===== src/rtl/sparse_addr_rf_gen.sv =====
// sparse_addr_rf_gen: maps sparse weight entries to activation RF coordinates.
// Optional macro ADDR_RF_DROP_CNT_EN adds o_drop_cnt (dropped-tap counter).
module sparse_addr_rf_gen #(
  parameter int IA_ROW  = 32,
  parameter int IA_COL  = 32,
  parameter int R_BW    = 2,
  parameter int S_BW    = 2,
  parameter int K_BW    = 3,
  parameter int PTR_BW  = 10,
  parameter int LEN_MAX = 512,
  parameter int STRIDE  = 1,
  parameter int PAD     = 1
) (
  input  logic                                i_clk,
  input  logic                                i_rst,
  input  logic                                i_start,
  input  logic [$clog2(IA_ROW)-1:0]           i_h,
  input  logic [$clog2(IA_COL)-1:0]           i_w,
  input  logic [$clog2(LEN_MAX+1)-1:0]        i_length,
  input  logic                                i_valid,
  output logic                                o_ready,
  input  logic [R_BW-1:0]                     i_r,
  input  logic [S_BW-1:0]                     i_s,
  input  logic [K_BW-1:0]                     i_k,
  input  logic [PTR_BW-1:0]                   i_ptr,
  output logic                                o_valid,
  input  logic                                i_ready,
  output logic [K_BW-1:0]                     o_k,
  output logic [$clog2(IA_ROW)-1:0]           o_row,
  output logic [$clog2(IA_COL)-1:0]           o_col,
  output logic [$clog2(IA_ROW*IA_COL)-1:0]    o_addr,
  output logic [PTR_BW-1:0]                   o_ptr,
`ifdef ADDR_RF_DROP_CNT_EN
  output logic [$clog2(LEN_MAX+1)-1:0]        o_drop_cnt,
`endif
  output logic                                o_busy,
  output logic                                o_finish
);

  localparam int HW = $clog2(IA_ROW);
  localparam int WW = $clog2(IA_COL);
  localparam int LW = $clog2(LEN_MAX+1);
  localparam int AW = $clog2(IA_ROW*IA_COL);

  typedef enum logic [1:0] {
    IDLE,
    RUN,
    DONE
  } state_t;

  state_t        state_q, state_d;
  logic [HW-1:0] h_q;
  logic [WW-1:0] w_q;
  logic [LW-1:0] len_q, cnt_q;

  logic              vld_q;
  logic [K_BW-1:0]   k_q;
  logic [HW-1:0]     row_q;
  logic [WW-1:0]     col_q;
  logic [AW-1:0]     addr_q;
  logic [PTR_BW-1:0] ptr_q;

  logic          accept;
  logic          inb;
  int            row_c;
  int            col_c;
  logic [AW-1:0] addr_c;

  // Next state and input handshake; RUN exits once all entries
  // are consumed and the output register has drained.
  always_comb begin
    state_d = state_q;
    o_ready = 1'b0;
    unique case (state_q)
      IDLE: begin
        if (i_start) state_d = RUN;
      end
      RUN: begin
        o_ready = (cnt_q < len_q) && (!vld_q || i_ready);
        if ((cnt_q == len_q) && !vld_q) state_d = DONE;
      end
      DONE: begin
        state_d = IDLE;
      end
      default: begin
        state_d = IDLE;
      end
    endcase
  end

  assign accept = i_valid && o_ready;

  // Signed tap position with stride and padding, plus bounds test
  always_comb begin
    row_c  = int'(h_q) * STRIDE + int'(i_r) - PAD;
    col_c  = int'(w_q) * STRIDE + int'(i_s) - PAD;
    inb    = (row_c >= 0) && (row_c < IA_ROW) &&
             (col_c >= 0) && (col_c < IA_COL);
    addr_c = AW'(row_c[HW-1:0]) * AW'(IA_COL) +
             AW'(col_c[WW-1:0]);
  end

  // State register, job parameter latch and entry counter
  always_ff @(posedge i_clk) begin
    if (i_rst) begin
      state_q <= IDLE;
      h_q     <= '0;
      w_q     <= '0;
      len_q   <= '0;
      cnt_q   <= '0;
    end else begin
      state_q <= state_d;
      if ((state_q == IDLE) && i_start) begin
        h_q   <= i_h;
        w_q   <= i_w;
        len_q <= i_length;
        cnt_q <= '0;
      end else if (accept) begin
        cnt_q <= cnt_q + LW'(1);
      end
    end
  end

  // One-deep output register; a new load overrides the drain
  always_ff @(posedge i_clk) begin
    if (i_rst) begin
      vld_q  <= 1'b0;
      k_q    <= '0;
      row_q  <= '0;
      col_q  <= '0;
      addr_q <= '0;
      ptr_q  <= '0;
    end else if (accept && inb) begin
      vld_q  <= 1'b1;
      k_q    <= i_k;
      row_q  <= row_c[HW-1:0];
      col_q  <= col_c[WW-1:0];
      addr_q <= addr_c;
      ptr_q  <= i_ptr;
    end else if (i_ready) begin
      vld_q  <= 1'b0;
    end
  end

`ifdef ADDR_RF_DROP_CNT_EN
  logic [LW-1:0] drop_q;

  // Count out-of-bounds taps of the current job
  always_ff @(posedge i_clk) begin
    if (i_rst) begin
      drop_q <= '0;
    end else if ((state_q == IDLE) && i_start) begin
      drop_q <= '0;
    end else if (accept && !inb) begin
      drop_q <= drop_q + LW'(1);
    end
  end

  assign o_drop_cnt = drop_q;
`endif

  assign o_valid  = vld_q;
  assign o_k      = k_q;
  assign o_row    = row_q;
  assign o_col    = col_q;
  assign o_addr   = addr_q;
  assign o_ptr    = ptr_q;
  assign o_busy   = (state_q != IDLE);
  assign o_finish = (state_q == DONE);

endmodule


===== config.mk =====
export PLATFORM = sky130hd
export DESIGN_NAME = sparse_addr_rf_gen
export DESIGN_NICKNAME = d
export VERILOG_FILES = /design/src/rtl/sparse_addr_rf_gen.sv
export SDC_FILE = /design/constraint.sdc
export NUM_CORES = 1
export LEC_CHECK = 0
export CAP_MARGIN = 15
export CORE_UTILIZATION = 48
export CTS_CLUSTER_DIAMETER = 150
export DETAILED_ROUTE_END_ITERATION = 16
export HOLD_SLACK_MARGIN = 0.02
export PLACE_DENSITY = 0.8
export SLEW_MARGIN = 20
export SYNTH_ARGS = -nofsm -noshare
export SYNTH_HDL_FRONTEND = slang
export SYNTH_SLANG_ARGS = --single-unit

===== constraint.sdc =====
create_clock -name i_clk -period 3.4 [get_ports i_clk]
set_input_delay 0.51 -clock i_clk [delete_from_list [all_inputs] [get_ports i_clk]]
set_output_delay 0.51 -clock i_clk [all_outputs]
set_load 0.01 [all_outputs]

* Word-level counts from Yosys, hierarchy flattened
Index checks and enable logic that the tools add are counted.
** Storage, ports and cells
- Register bits :: 66
- Bits in latches :: 0
- RAM bits :: 0
- ROM bits :: 0
- Input bits :: 42
- Output and inout port bits :: 37
- Word-level logic and storage cells :: 48
- Memories kept :: 0
** Operators by class
- Add/subtract/negate cells :: 6
- Multiply operators :: 0
- Divide/modulo/power cells :: 0
- Magnitude comparators :: 5
- Equal/unequal tests :: 5
- Shifts and indexed selects :: 0
- Muxes and demuxes :: 6
- Bitwise gates (word level) :: 0
- Reduce and logical (&&, ||, !) cells :: 15
** Operators with widths (count)
- $ge 7x1->1 const B :: 2
- $lt 7x7->1 const B :: 2
- $sub 6x1->7 const B :: 2
- $add 5x2->6 :: 2
- $add 10x1->10 const B :: 1
- $add 10x5->10 :: 1
- $eq 10x10->1 :: 1
- $lt 10x10->1 :: 1
- $logic_and 1x1->1 :: 8
- $mux 2 :: 2
- $ne 2x2->1 const B :: 2
- $pmux 2 s2 :: 1
- $reduce_bool 2->1 :: 2
- $mux 1 :: 3
- $eq 2x1->1 const B :: 1
- $eq 2x2->1 const B :: 1
- $logic_not 2->1 :: 1
- $reduce_and 2->1 :: 1
- $reduce_or 2->1 :: 1
- $logic_not 1->1 :: 1
- $logic_or 1x1->1 :: 1

* Depth between registers and ports, before layout
Gate-level depths: netlist of the first run.
- Depth after elaboration :: 8
- Mapped depth :: 14

* Least setup slack after synthesis of the first run
OpenSTA, ideal clock, no wires.
- Path kind :: input port to flip-flop
- Start point :: in i_s[1]
- End point :: reg row_q[0], in the netlist o_row[0]
- Library setup time :: 0.086 ns
- Data arrival time :: 2.791 ns
- Required time :: 3.314 ns
- Setup slack :: 0.524 ns
- Stages :: 14
- Path buffers :: 2
- Path through :: inv_1 > ha_1 > inv_1 > ha_1 > inv_1 > fa_1 > nand2b_1 > a21oi_1 > xnor2_1 > and4_1 > clkbuf_1 > clkbuf_1 > a21oi_1 > a211oi_1
** Between the ends
- Word-level cells in the longest chain between the ends :: 6
- Elaborated cells on any way between the ends :: 7
- Classes of those cells :: add/sub: 2; order compare: 2; reduce/logical: 3
** RTL lines
- from (decl) :: RTL line 23 : input logic [S_BW-1:0] i_s,
- $add 5x2->6 (*) :: RTL line 96 : col_c = int'(w_q) * STRIDE + int'(i_s) - PAD;
- $sub 6x1->7 (*) :: RTL line 96
- $ge 7x1->1 :: RTL line 98 : (col_c >= 0) && (col_c < IA_COL);
- $logic_and 1x1->1 :: RTL line 97 : inb = (row_c >= 0) && (row_c < IA_ROW) &&
- $logic_and 1x1->1 (*) :: RTL line 98
- $logic_and 1x1->1 (*) :: RTL line 133 : end else if (accept && inb) begin
- to (signal assigned) :: RTL line 136 : row_q <= row_c[HW-1:0];
- to (decl) :: RTL line 58 : logic [HW-1:0] row_q;
Mark *: on every way between the ends. The rest lies on a longest branch, timed or not.
A chain may end at the register's enable or synchronous reset.

* Final worst setup path of the first run
- Start point :: in i_s[1]
- End point :: reg addr_q[4], in the netlist o_addr[4]
** Between the ends
- Word-level cells in the longest chain between the ends :: 6
- Elaborated cells on any way between the ends :: 8
- Classes of those cells :: add/sub: 3; order compare: 2; reduce/logical: 3
** RTL lines
- $add 5x2->6 (*) :: RTL line 96
- $sub 6x1->7 (*) :: RTL line 96
- $ge 7x1->1 :: RTL line 98
- $logic_and 1x1->1 :: RTL line 97
- $logic_and 1x1->1 :: RTL line 98
- $logic_and 1x1->1 :: RTL line 133
- to (signal assigned) :: RTL line 138 : addr_q <= addr_c;
- to (decl) :: RTL line 60 : logic [AW-1:0] addr_q;
Marked as above.

==> out/qor.csv, run 1 <==
metric,value,unit
status,completed,
critical path's slowest cell,clkdlybuf4s50_1,
"slowest stage delay, CP",0.46,ns
ANT nets after route,0,
Max Clk Rate,327,MHz
flop2flop setup slack,0.70,ns
fill count,482,
Sequential Area,1120,um2
Power Density,413,nW/um2
Worst-path clk slew,0.10,ns
synthesized cell area,2860,um2
clock skew,0.00549,ns
average wire per standard cell,13.6,um
Layout area overhead,32.3,%
final setup fails,0,
Crit Path Category,input pin to flop,
"EDFF count, synth",0,
Num CTS Buffers,5,
prevailing post-synth register cell,dfxtp_1,
CP most frequent cell,inv_1,
Core Area,5610,um2
first-pass iteration count of the detailed router,4,
CTS H-tree depth,2,
# clock sinks,56,
GPL Wtd Cong,0.802,
Rows,27,
Final Hold Vio Count,0,
drt via density,5.26,
Tmin final,3.06,ns
drt total wl,6.49,mm
P_leak,1.46,nW
Setup Buffers After CTS,0,
maximum fanout along the worst path,20,
Critical Path RT,3.62,ns
Worst Tran Pin Value,0.605,ns
TNS Setup,0,ns
RSZ-0062 raised after global routing,no,
Final nets,477,
r2r startpoint,w_q[1]$_SDFFE_PP0P_,
syn avg cell area,8.40,um2
antenna violations before repair,0,
Synth top cells by count,"56 x dfxtp_1, 39 x inv_1, 39 x o21ai_0, 34 x a21oi_1, 28 x nand2_1",
top cell type's share of synthesized area,39.3,%
hold crit path type,flop to flop,
leading cell type by number of instances after synthesis,dfxtp_1,
die area,6260,um2
Post-synth ARST share,0,%
Multi-input gate area,1450,um2
IO Count,79,
first-pass GRT wire length,10.8,mm
Syn Nets,411,
DR iter-0 viols,144,
"Clk Latency, worst-skew pair",0.31,ns
Reg-to-Reg End,o_addr[4]$_SDFFE_PP0P_,
Syn Inst Count,340,
PostCTS Resize Cnt,0,
largest net degree at the start of global routing,30,
"Core Util, Final",67.4,%
hold path start,o_ptr[7]$_SDFFE_PP0P_,
via count,2518,
Max Cap Viol,0,
total number of cells along the worst setup path,14,
CP Launch Type,input pin,
Synth area leaders,"dfxtp_1 39%, ha_1 12%, o21ai_0 6.8%, a21oi_1 6.0%, inv_1 5.1%",
Crit path max-delay family,adder cells,
vias in the first global route,2438,
gr ovfl total,0,
"Cell Chain, Critical Path","clkdlybuf4s50_1, inv_1, ha_1, inv_1, ha_1, inv_1, fa_1, nand2b_1, a21oi_1, xnor2_1, and4_1, buf_12, a21oi_1, a211oi_1",
Synth warnings,0,
Die X,79.1,um
register area share after synthesis,39.3,%
post-synth cell types,37,
HPWL after DPL,4.78,mm
Worst EP arrival,3.28,ns
Peak VDD IR,0.261,mV
reg2reg path depth,13,
CP startpoint,i_s[1],
Slew HR,59.5,%
Worst Setup EP,o_addr[4]$_SDFFE_PP0P_,
# DRC,0,
buffers plus inverters on the worst setup path,5,
Crit. End Element,flop,
share of cells above drive strength 1,5.16,%
final count of pins violating max slew,0,
hold path cells,2,
"area leader, netlist",dfxtp_1,
CTS Hold Bufs,0,
total track usage,21.9,%
initial core utilization,50.9,%
"FF+latch count, synth",56,
Fin Hold WS,0.486,ns
CTS tree,yes,
clock root cell,clkbuf_8,
clk buf depth,2,
number of port buffers,78,
antenna cells,0,
Final period util,90.0,%
Die Y,79.1,um
## final cells by class
class                           count  area share, %
Inverter                           40           3.97
Clock inverter                      1          0.795
Clock buffer                        7           2.55
Timing Repair Buffer               85           22.4
Multi-Input combinational cell    218           38.2
Tap cell                           72           2.38
Sequential cell                    56           29.7
## layer usage
layer  GRT usage (%)  vias up  share of wire (%)
li1                -     1266                  -
met1            25.7     1173                 43
met2            38.5       63                 50
met3            3.91       16                3.8
met4            10.2        0                3.3
met5               0        -                  0
## stage by stage
step | cells | area (um2) | setup slack [ns] | total power (W)
after floorplan | 340 | 2860 | 0.524 | 0.000951
after global placement | 471 | 3650 | 0.248 | 0.00108
after detailed placement | 471 | 3650 | 0.122 | 0.00110
after CTS | 479 | 3780 | 0.359 | 0.00157
after global routing | 479 | 3780 | 0.205 | 0.00164
final | 479 | 3780 | 0.341 | 0.00156
## power by group
| group | switching (W) | internal [W] |
|---|---|---|
| combinational | 0.000206 | 0.000177 |
| sequential | 0.0000157 | 0.000686 |
| clock | 0.000218 | 0.000260 |
| total | 0.000439 | 0.00112 |
## layout by cell type, fill, tap and decap left out, drive strengths merged
cell type       n
nand4           6
and2b           1
ha             27
a21o            4
xor2            1
nand2b          5
nor3            3
a21oi          34
inv            40
and3            1
o21a            1
or4             2
a211o           1
fa              2
nor2           14
buf             7
nand3          19
o21ai          39
a2111oi         1
or3             1
o21bai          1
bufinv          1
nand2          29
clkbuf          7
a211oi          6
nor4            3
a22o            1
o31ai           1
and4            1
nor2b           2
o2111ai         1
clkdlybuf4s50  78
xnor2          11
dfxtp          56
## worst register-to-register path, delay by kind of cell, from the launching register on
kind | cells | cell delay, ns
fa+ha+maj | 3 | 0.81
compound gates | 3 | 0.52
simple gates | 2 | 0.46
buf+inv | 4 | 0.33
flops | 1 | 0.32
xor+xnor | 1 | 0.17
## registers in the layout, summed over array words and instances (netlist names)
signal	count
o_ptr	10
o_col	4
o_row	5
o_addr	1
state_q	2
h_q	5
cnt_q	10
w_q	5
len_q	10
o_valid	1
o_k	3
## worst min-delay path by stage
stage	slack [ns]	endpoint
after floorplan	0.45	h_q[0]$_SDFFE_PP0P_
after global placement	0.46	o_ptr[8]$_SDFFE_PP0P_
after global routing	0.50	h_q[1]$_SDFFE_PP0P_
after CTS	0.49	o_ptr[2]$_SDFFE_PP0P_
after detailed placement	0.47	o_ptr[2]$_SDFFE_PP0P_
final	0.49	o_ptr[7]$_SDFFE_PP0P_
## kinds of logic after synthesis
kind of cell             after synthesis  synth area share, %
flip-flops                            56                 39.3
buffers and inverters                 66                 10.1
XOR/XNOR                              12                 3.68
AND/OR/NAND/NOR                       87                 15.0
adder cells (fa/ha/maj)               29                 13.2
AO/OA/AOI/OAI                         90                 18.7
(Power assumes the default switching activity.)
==> run 2: changes to the inputs <==
--- a/config.mk
+++ b/config.mk
@@ -5,12 +5,13 @@
 export SDC_FILE = /design/constraint.sdc
 export NUM_CORES = 1
 export LEC_CHECK = 0
+export ABC_AREA = 1
 export CAP_MARGIN = 15
-export CORE_UTILIZATION = 48
+export CORE_UTILIZATION = 50
 export CTS_CLUSTER_DIAMETER = 150
 export DETAILED_ROUTE_END_ITERATION = 16
 export HOLD_SLACK_MARGIN = 0.02
-export PLACE_DENSITY = 0.8
+export PLACE_DENSITY = 0.81
 export SLEW_MARGIN = 20
 export SYNTH_ARGS = -nofsm -noshare
 export SYNTH_HDL_FRONTEND = slang
==> out/qor.csv, run 2 <==
metric,value,unit
CTS Hold Bufs,0,
clk buf depth,2,
Tmin final,2.92,ns
ANT nets after route,0,
"area leader, netlist",dfxtp_1,
Die X,82.4,um
Worst EP arrival,3.13,ns
Core Area,6060,um2
PostCTS Resize Cnt,0,
hold crit path type,flop to flop,
final setup fails,0,
maximum fanout along the worst path,31,
GPL Wtd Cong,0.876,
Max Clk Rate,342,MHz
GRT Max-Usage Layer,met2,
Worst Tran Pin Value,0.654,ns
first-pass GRT wire length,11.8,mm
syn avg cell area,7.50,um2
CTS H-tree depth,2,
# DRC,0,
prevailing post-synth register cell,dfxtp_1,
Slew HR,56.4,%
Synth top cells by count,"75 x nand2_1, 67 x inv_1, 56 x dfxtp_1, 48 x nand3_1, 35 x nor2_1",
register area share after synthesis,34.7,%
Setup Buffers After CTS,0,
antenna cells,0,
CP Launch Type,input pin,
flop2flop setup slack,0.80,ns
gr ovfl total,0,
top cell type's share of synthesized area,34.7,%
via count,2890,
average wire per standard cell,12.5,um
IO Count,79,
Final nets,563,
final count of pins violating max slew,0,
Syn Inst Count,431,
pre-CTS setup slack,0.155,ns
vias in the first global route,2722,
Peak VDD IR,0.210,mV
clock root cell,clkbuf_8,
Max Cap Viol,0,
Crit Path Category,input pin to flop,
Synth warnings,0,
synthesized cell area,3230,um2
hold path cells,2,
"Clk Latency, worst-skew pair",0.31,ns
reg2reg path depth,16,
post-synth cell types,32,
initial core utilization,53.3,%
"EDFF count, synth",0,
Non-Filler Instances,568,
share of cells above drive strength 1,8.52,%
largest net degree at the start of global routing,43,
total track usage,22.5,%
status,completed,
number of port buffers,78,
Crit. End Element,flop,
hold path start,len_q[2]$_SDFFE_PP0P_,
# clock sinks,56,
clock skew,0.00718,ns
placed cells,560,
Die Y,82.4,um
Num CTS Buffers,5,
Worst Hold End,len_q[2]$_SDFFE_PP0P_,
P_leak,1.73,nW
Worst-path clk slew,0.10,ns
"Core Util, Final",66.7,%
grt met2 use,40.7,%
"commonest non-fill, non-tap cells in the layout","78 x clkdlybuf4s50_1, 75 x nand2_1, 67 x inv_1",
CTS tree,yes,
r2r startpoint,w_q[1]$_SDFFE_PP0P_,
Synth area leaders,"dfxtp_1 35%, ha_1 10%, nand2_1 8.7%, inv_1 7.8%, nand3_1 7.4%",
leading cell type by number of instances after synthesis,nand2_1,
"FF+latch count, synth",56,
worst setup margin,0.477,ns
Power Density,383,nW/um2
Critical Path RT,3.61,ns
Reg-to-Reg End,o_ptr[2]$_SDFFE_PP0P_,
Layout area overhead,25.1,%
Post-synth ARST share,0,%
DR iter-0 viols,108,
"commonest non-fill, non-tap cell in the layout",clkdlybuf4s50_1,
Final period util,86.0,%
Final Hold Vio Count,0,
HPWL after DPL,5.26,mm
Syn Nets,502,
Rows,28,
RSZ-0062 raised after global routing,no,
die area,6790,um2
drt total wl,7.08,mm
first-pass iteration count of the detailed router,4,
antenna violations before repair,0,
GR Util met1,27.4,%
TNS Setup,0,ns
met3 usage,3.41,%
drt via density,5.09,
## run 2: critical path, stage by stage
cell and delay (ns):
clkdlybuf4s50_1 0.45, inv_1 0.04, ha_1 0.28, inv_1 0.06, ha_1 0.19, inv_1 0.07
fa_1 0.40, nand3b_1 0.21, nand2_1 0.09, nand2_1 0.04, nand2_1 0.06, nand2_1 0.08
nor2_4 0.20, buf_12 0.22, nand3_1 0.10, nand2_1 0.08, nor2_1 0.05
## run 2: layer usage
metal	wire length, um	part of all wire [%]
met5	0	0
met4	91	1.3
met3	367	5.2
met2	3490	49
met1	3130	44
## run 2: final cells by class
| class | instances | area (um2) |
|---|---|---|
| Multi-Input combinational cell | 277 | 1640 |
| Tap cell | 75 | 93.8 |
| Inverter | 70 | 263 |
| Clock inverter | 2 | 10.0 |
| Fill cell | 535 | 2020 |
| Clock buffer | 6 | 82.6 |
| Sequential cell | 56 | 1120 |
| Timing Repair Buffer | 82 | 836 |
## run 2: where the power goes
group | switching, W | leakage [nW] | total [W] | internal, W
Clock | 0.000216 | 0.0510 | 0.000379 | 0.000163
Sequential | 0.0000198 | 0.455 | 0.000711 | 0.000691
Combinational | 0.000267 | 1.23 | 0.000457 | 0.000190
## run 2: worst max path at each step
stage	endpoint	start	slack [ns]
2_1_floorplan	o_addr[4]$_SDFFE_PP0P_	i_s[1]	0.94
3_3_place_gp	o_ptr[0]$_SDFFE_PP0P_	i_s[1]	0.30
3_5_place_dp	o_ptr[2]$_SDFFE_PP0P_	i_s[1]	0.16
4_1_cts	o_ptr[2]$_SDFFE_PP0P_	i_s[1]	0.48
5_1_grt	o_row[3]$_SDFFE_PP0P_	i_s[1]	0.22
6_report	o_ptr[2]$_SDFFE_PP0P_	i_s[1]	0.48
## run 2: logic make-up after synthesis
group                      count (synthesis)  share of synthesized area, %
and+or+nand+nor                          173                          23.4
DFF                                       56                          34.7
AOI/OAI and AO/OA                         65                          12.7
adders and majority gates                 29                          11.7
xor gates and xnor gates                  10                          2.71
buffers and inverters                     98                          14.8
## run 2: per-stage QoR
stage | total power (W) | cell area [um2] | hold WS (ns)
after floorplan | 0.00104 | 3230 | 0.436
after global placement | 0.00117 | 3950 | 0.449
after detailed placement | 0.00118 | 3950 | 0.473
after CTS | 0.00156 | 4040 | 0.492
after global routing | 0.00164 | 4040 | 0.507
final | 0.00155 | 4040 | 0.489
==> run 3: changes to the inputs <==
--- a/config.mk
+++ b/config.mk
@@ -7,11 +7,11 @@
 export LEC_CHECK = 0
 export ABC_AREA = 1
 export CAP_MARGIN = 15
-export CORE_UTILIZATION = 50
+export CORE_UTILIZATION = 54
 export CTS_CLUSTER_DIAMETER = 150
 export DETAILED_ROUTE_END_ITERATION = 16
 export HOLD_SLACK_MARGIN = 0.02
-export PLACE_DENSITY = 0.81
+export PLACE_DENSITY = 0.86
 export SLEW_MARGIN = 20
 export SYNTH_ARGS = -nofsm -noshare
 export SYNTH_HDL_FRONTEND = slang
==> constraint.sdc (replaced) <==
create_clock -name i_clk -period 3.5 [get_ports i_clk]
set_input_delay 0.525 -clock i_clk [delete_from_list [all_inputs] [get_ports i_clk]]
set_output_delay 0.525 -clock i_clk [all_outputs]
set_load 0.01 [all_outputs]
==> out/qor.csv, run 3 (same netlist as run 2, synthesis figures left out) <==
metric,value,unit
status,completed,
HPWL after DPL,5.07,mm
drt total wl,6.88,mm
Reg-to-Reg End,o_col[2]$_SDFFE_PP0P_,
Combinational Power Share,29.3,%
Multi-input gate area,1640,um2
fill count,466,
Int Power,0.00101,W
"commonest non-fill, non-tap cells in the layout","78 x clkdlybuf4s50_1, 75 x nand2_1, 67 x inv_1",
average wire per standard cell,12.2,um
P_leak,1.73,nW
Crit Path Category,input pin to flop,
share of cells above drive strength 1,8.33,%
Final Hold Vio Count,0,
Seq pwr share,46.4,%
Setup Buffers After CTS,0,
CP startpoint,i_s[1],
CTS tree,yes,
Critical Path RT,3.71,ns
DR iter-0 viols,156,
PostCTS Resize Cnt,0,
clock root cell,clkbuf_8,
flop2flop setup slack,0.94,ns
Slew HR,53.9,%
reg2reg path depth,16,
Non-Filler Instances,564,
"commonest non-fill, non-tap cell in the layout",clkdlybuf4s50_1,
first-pass GRT wire length,11.4,mm
antenna cells,0,
Final nets,562,
"Clk Latency, worst-skew pair",0.30,ns
Max Clk Rate,343,MHz
Worst Setup EP,o_col[2]$_SDFFE_PP0P_,
CTS Hold Bufs,0,
initial core utilization,57.3,%
final setup fails,0,
Layout area overhead,24.4,%
Die X,79.3,um
clk buf depth,2,
Tmin final,2.92,ns
maximum fanout along the worst path,47,
CTS H-tree depth,2,
Num CTS Buffers,5,
Core Area,5640,um2
drt via density,5.16,
Worst Tran Pin Value,0.691,ns
TNS Setup,0,ns
total track usage,22.9,%
r2r startpoint,w_q[1]$_SDFFE_PP0P_,
number of port buffers,78,
Sw Ratio,32.2,%
hold crit path type,flop to flop,
final count of pins violating max slew,0,
placed cells,556,
via count,2908,
Fin Hold WS,0.473,ns
GPL Wtd Cong,0.896,
CP Launch Type,input pin,
Max Cap Viol,0,
RSZ-0062 raised after global routing,no,
vias in the first global route,2561,
Power Density,370,nW/um2
ANT nets after route,0,
Die Y,79.3,um
Clk pwr share,24.4,%
Net Switching,0.000479,W
Sequential Area,1120,um2
first-pass iteration count of the detailed router,4,
IO Count,79,
Crit. End Element,flop,
antenna violations before repair,0,
die area,6300,um2
Peak VDD IR,0.225,mV
gr ovfl total,0,
# clock sinks,56,
Worst-path clk slew,0.10,ns
pre-CTS setup slack,0.296,ns
largest net degree at the start of global routing,58,
# DRC,0,
Final period util,83.4,%
clock skew,0.00701,ns
Rows,27,
worst setup margin,0.582,ns
Worst EP arrival,3.13,ns
Pwr Total,0.00149,W
-- run 3: cell count changes in the layout (fill, tap and decap cells not counted), sizes merged --
cell | previous run | this run
buf | 4 | 3
-- run 3: worst min path at each step --
stage	startpoint	end	slack, ns	cells past startpoint
after CTS	len_q[1]$_SDFFE_PP0P_	len_q[1]$_SDFFE_PP0P_	0.48	2
after global routing	len_q[1]$_SDFFE_PP0P_	len_q[1]$_SDFFE_PP0P_	0.50	2
after global placement	len_q[1]$_SDFFE_PP0P_	len_q[1]$_SDFFE_PP0P_	0.46	2
after detailed placement	len_q[1]$_SDFFE_PP0P_	len_q[1]$_SDFFE_PP0P_	0.47	2
final	len_q[1]$_SDFFE_PP0P_	len_q[1]$_SDFFE_PP0P_	0.47	2
after floorplan	len_q[1]$_SDFFE_PP0P_	len_q[1]$_SDFFE_PP0P_	0.44	2
-- run 3: worst max-delay path, stage by stage --
cell and delay [ns]:
clkdlybuf4s50_1 0.45, inv_1 0.04, ha_1 0.27, inv_1 0.07
ha_1 0.20, inv_1 0.07, fa_1 0.41, nand3b_1 0.20
nand2_1 0.09, nand2_1 0.05, nand2_1 0.06, nand2_1 0.07
nor2_4 0.10, buf_12 0.25, nand3_1 0.11, nand2_1 0.11
nor2_1 0.04
-- run 3: through the flow --
step           instance area (um2)  util [%]
6_report                      4020      71.2
5_1_grt                       4020      71.2
4_1_cts                       4020      71.2
3_5_place_dp                  3930      69.6
3_3_place_gp                  3930      69.6
2_1_floorplan                 3230         -
-- run 3: metal layers --
metal  part of all wire, %  vias to the layer above  GRT usage [%]  wire [um]
met3                   5.2                       13           3.91        361
li1                      -                     1477              -          -
met4                   1.5                        0           6.18        105
met5                     0                        -              0          0
met1                    44                     1324           28.6       3060
met2                    49                       94           40.3       3360
-- run 3: power groups by stage --
stage | clock [W] | sequential, W | combinational (W)
2_1_floorplan | 0 | 0.000704 | 0.000311
3_3_place_gp | 0 | 0.000703 | 0.000416
3_5_place_dp | 0 | 0.000704 | 0.000430
4_1_cts | 0.000369 | 0.000689 | 0.000437
5_1_grt | 0.000397 | 0.000694 | 0.000489
6_report | 0.000362 | 0.000690 | 0.000435
-- run 3: final cells by class --
| cell class | instances | share of cell area (%) |
|---|---|---|
| Clock inverter | 2 | 0.249 |
| Sequential cell | 56 | 27.9 |
| Multi-Input combinational cell | 277 | 40.7 |
| Timing Repair Buffer | 81 | 20.3 |
| Clock buffer | 6 | 2.06 |
| Inverter | 70 | 6.54 |
| Tap cell | 72 | 2.24 |
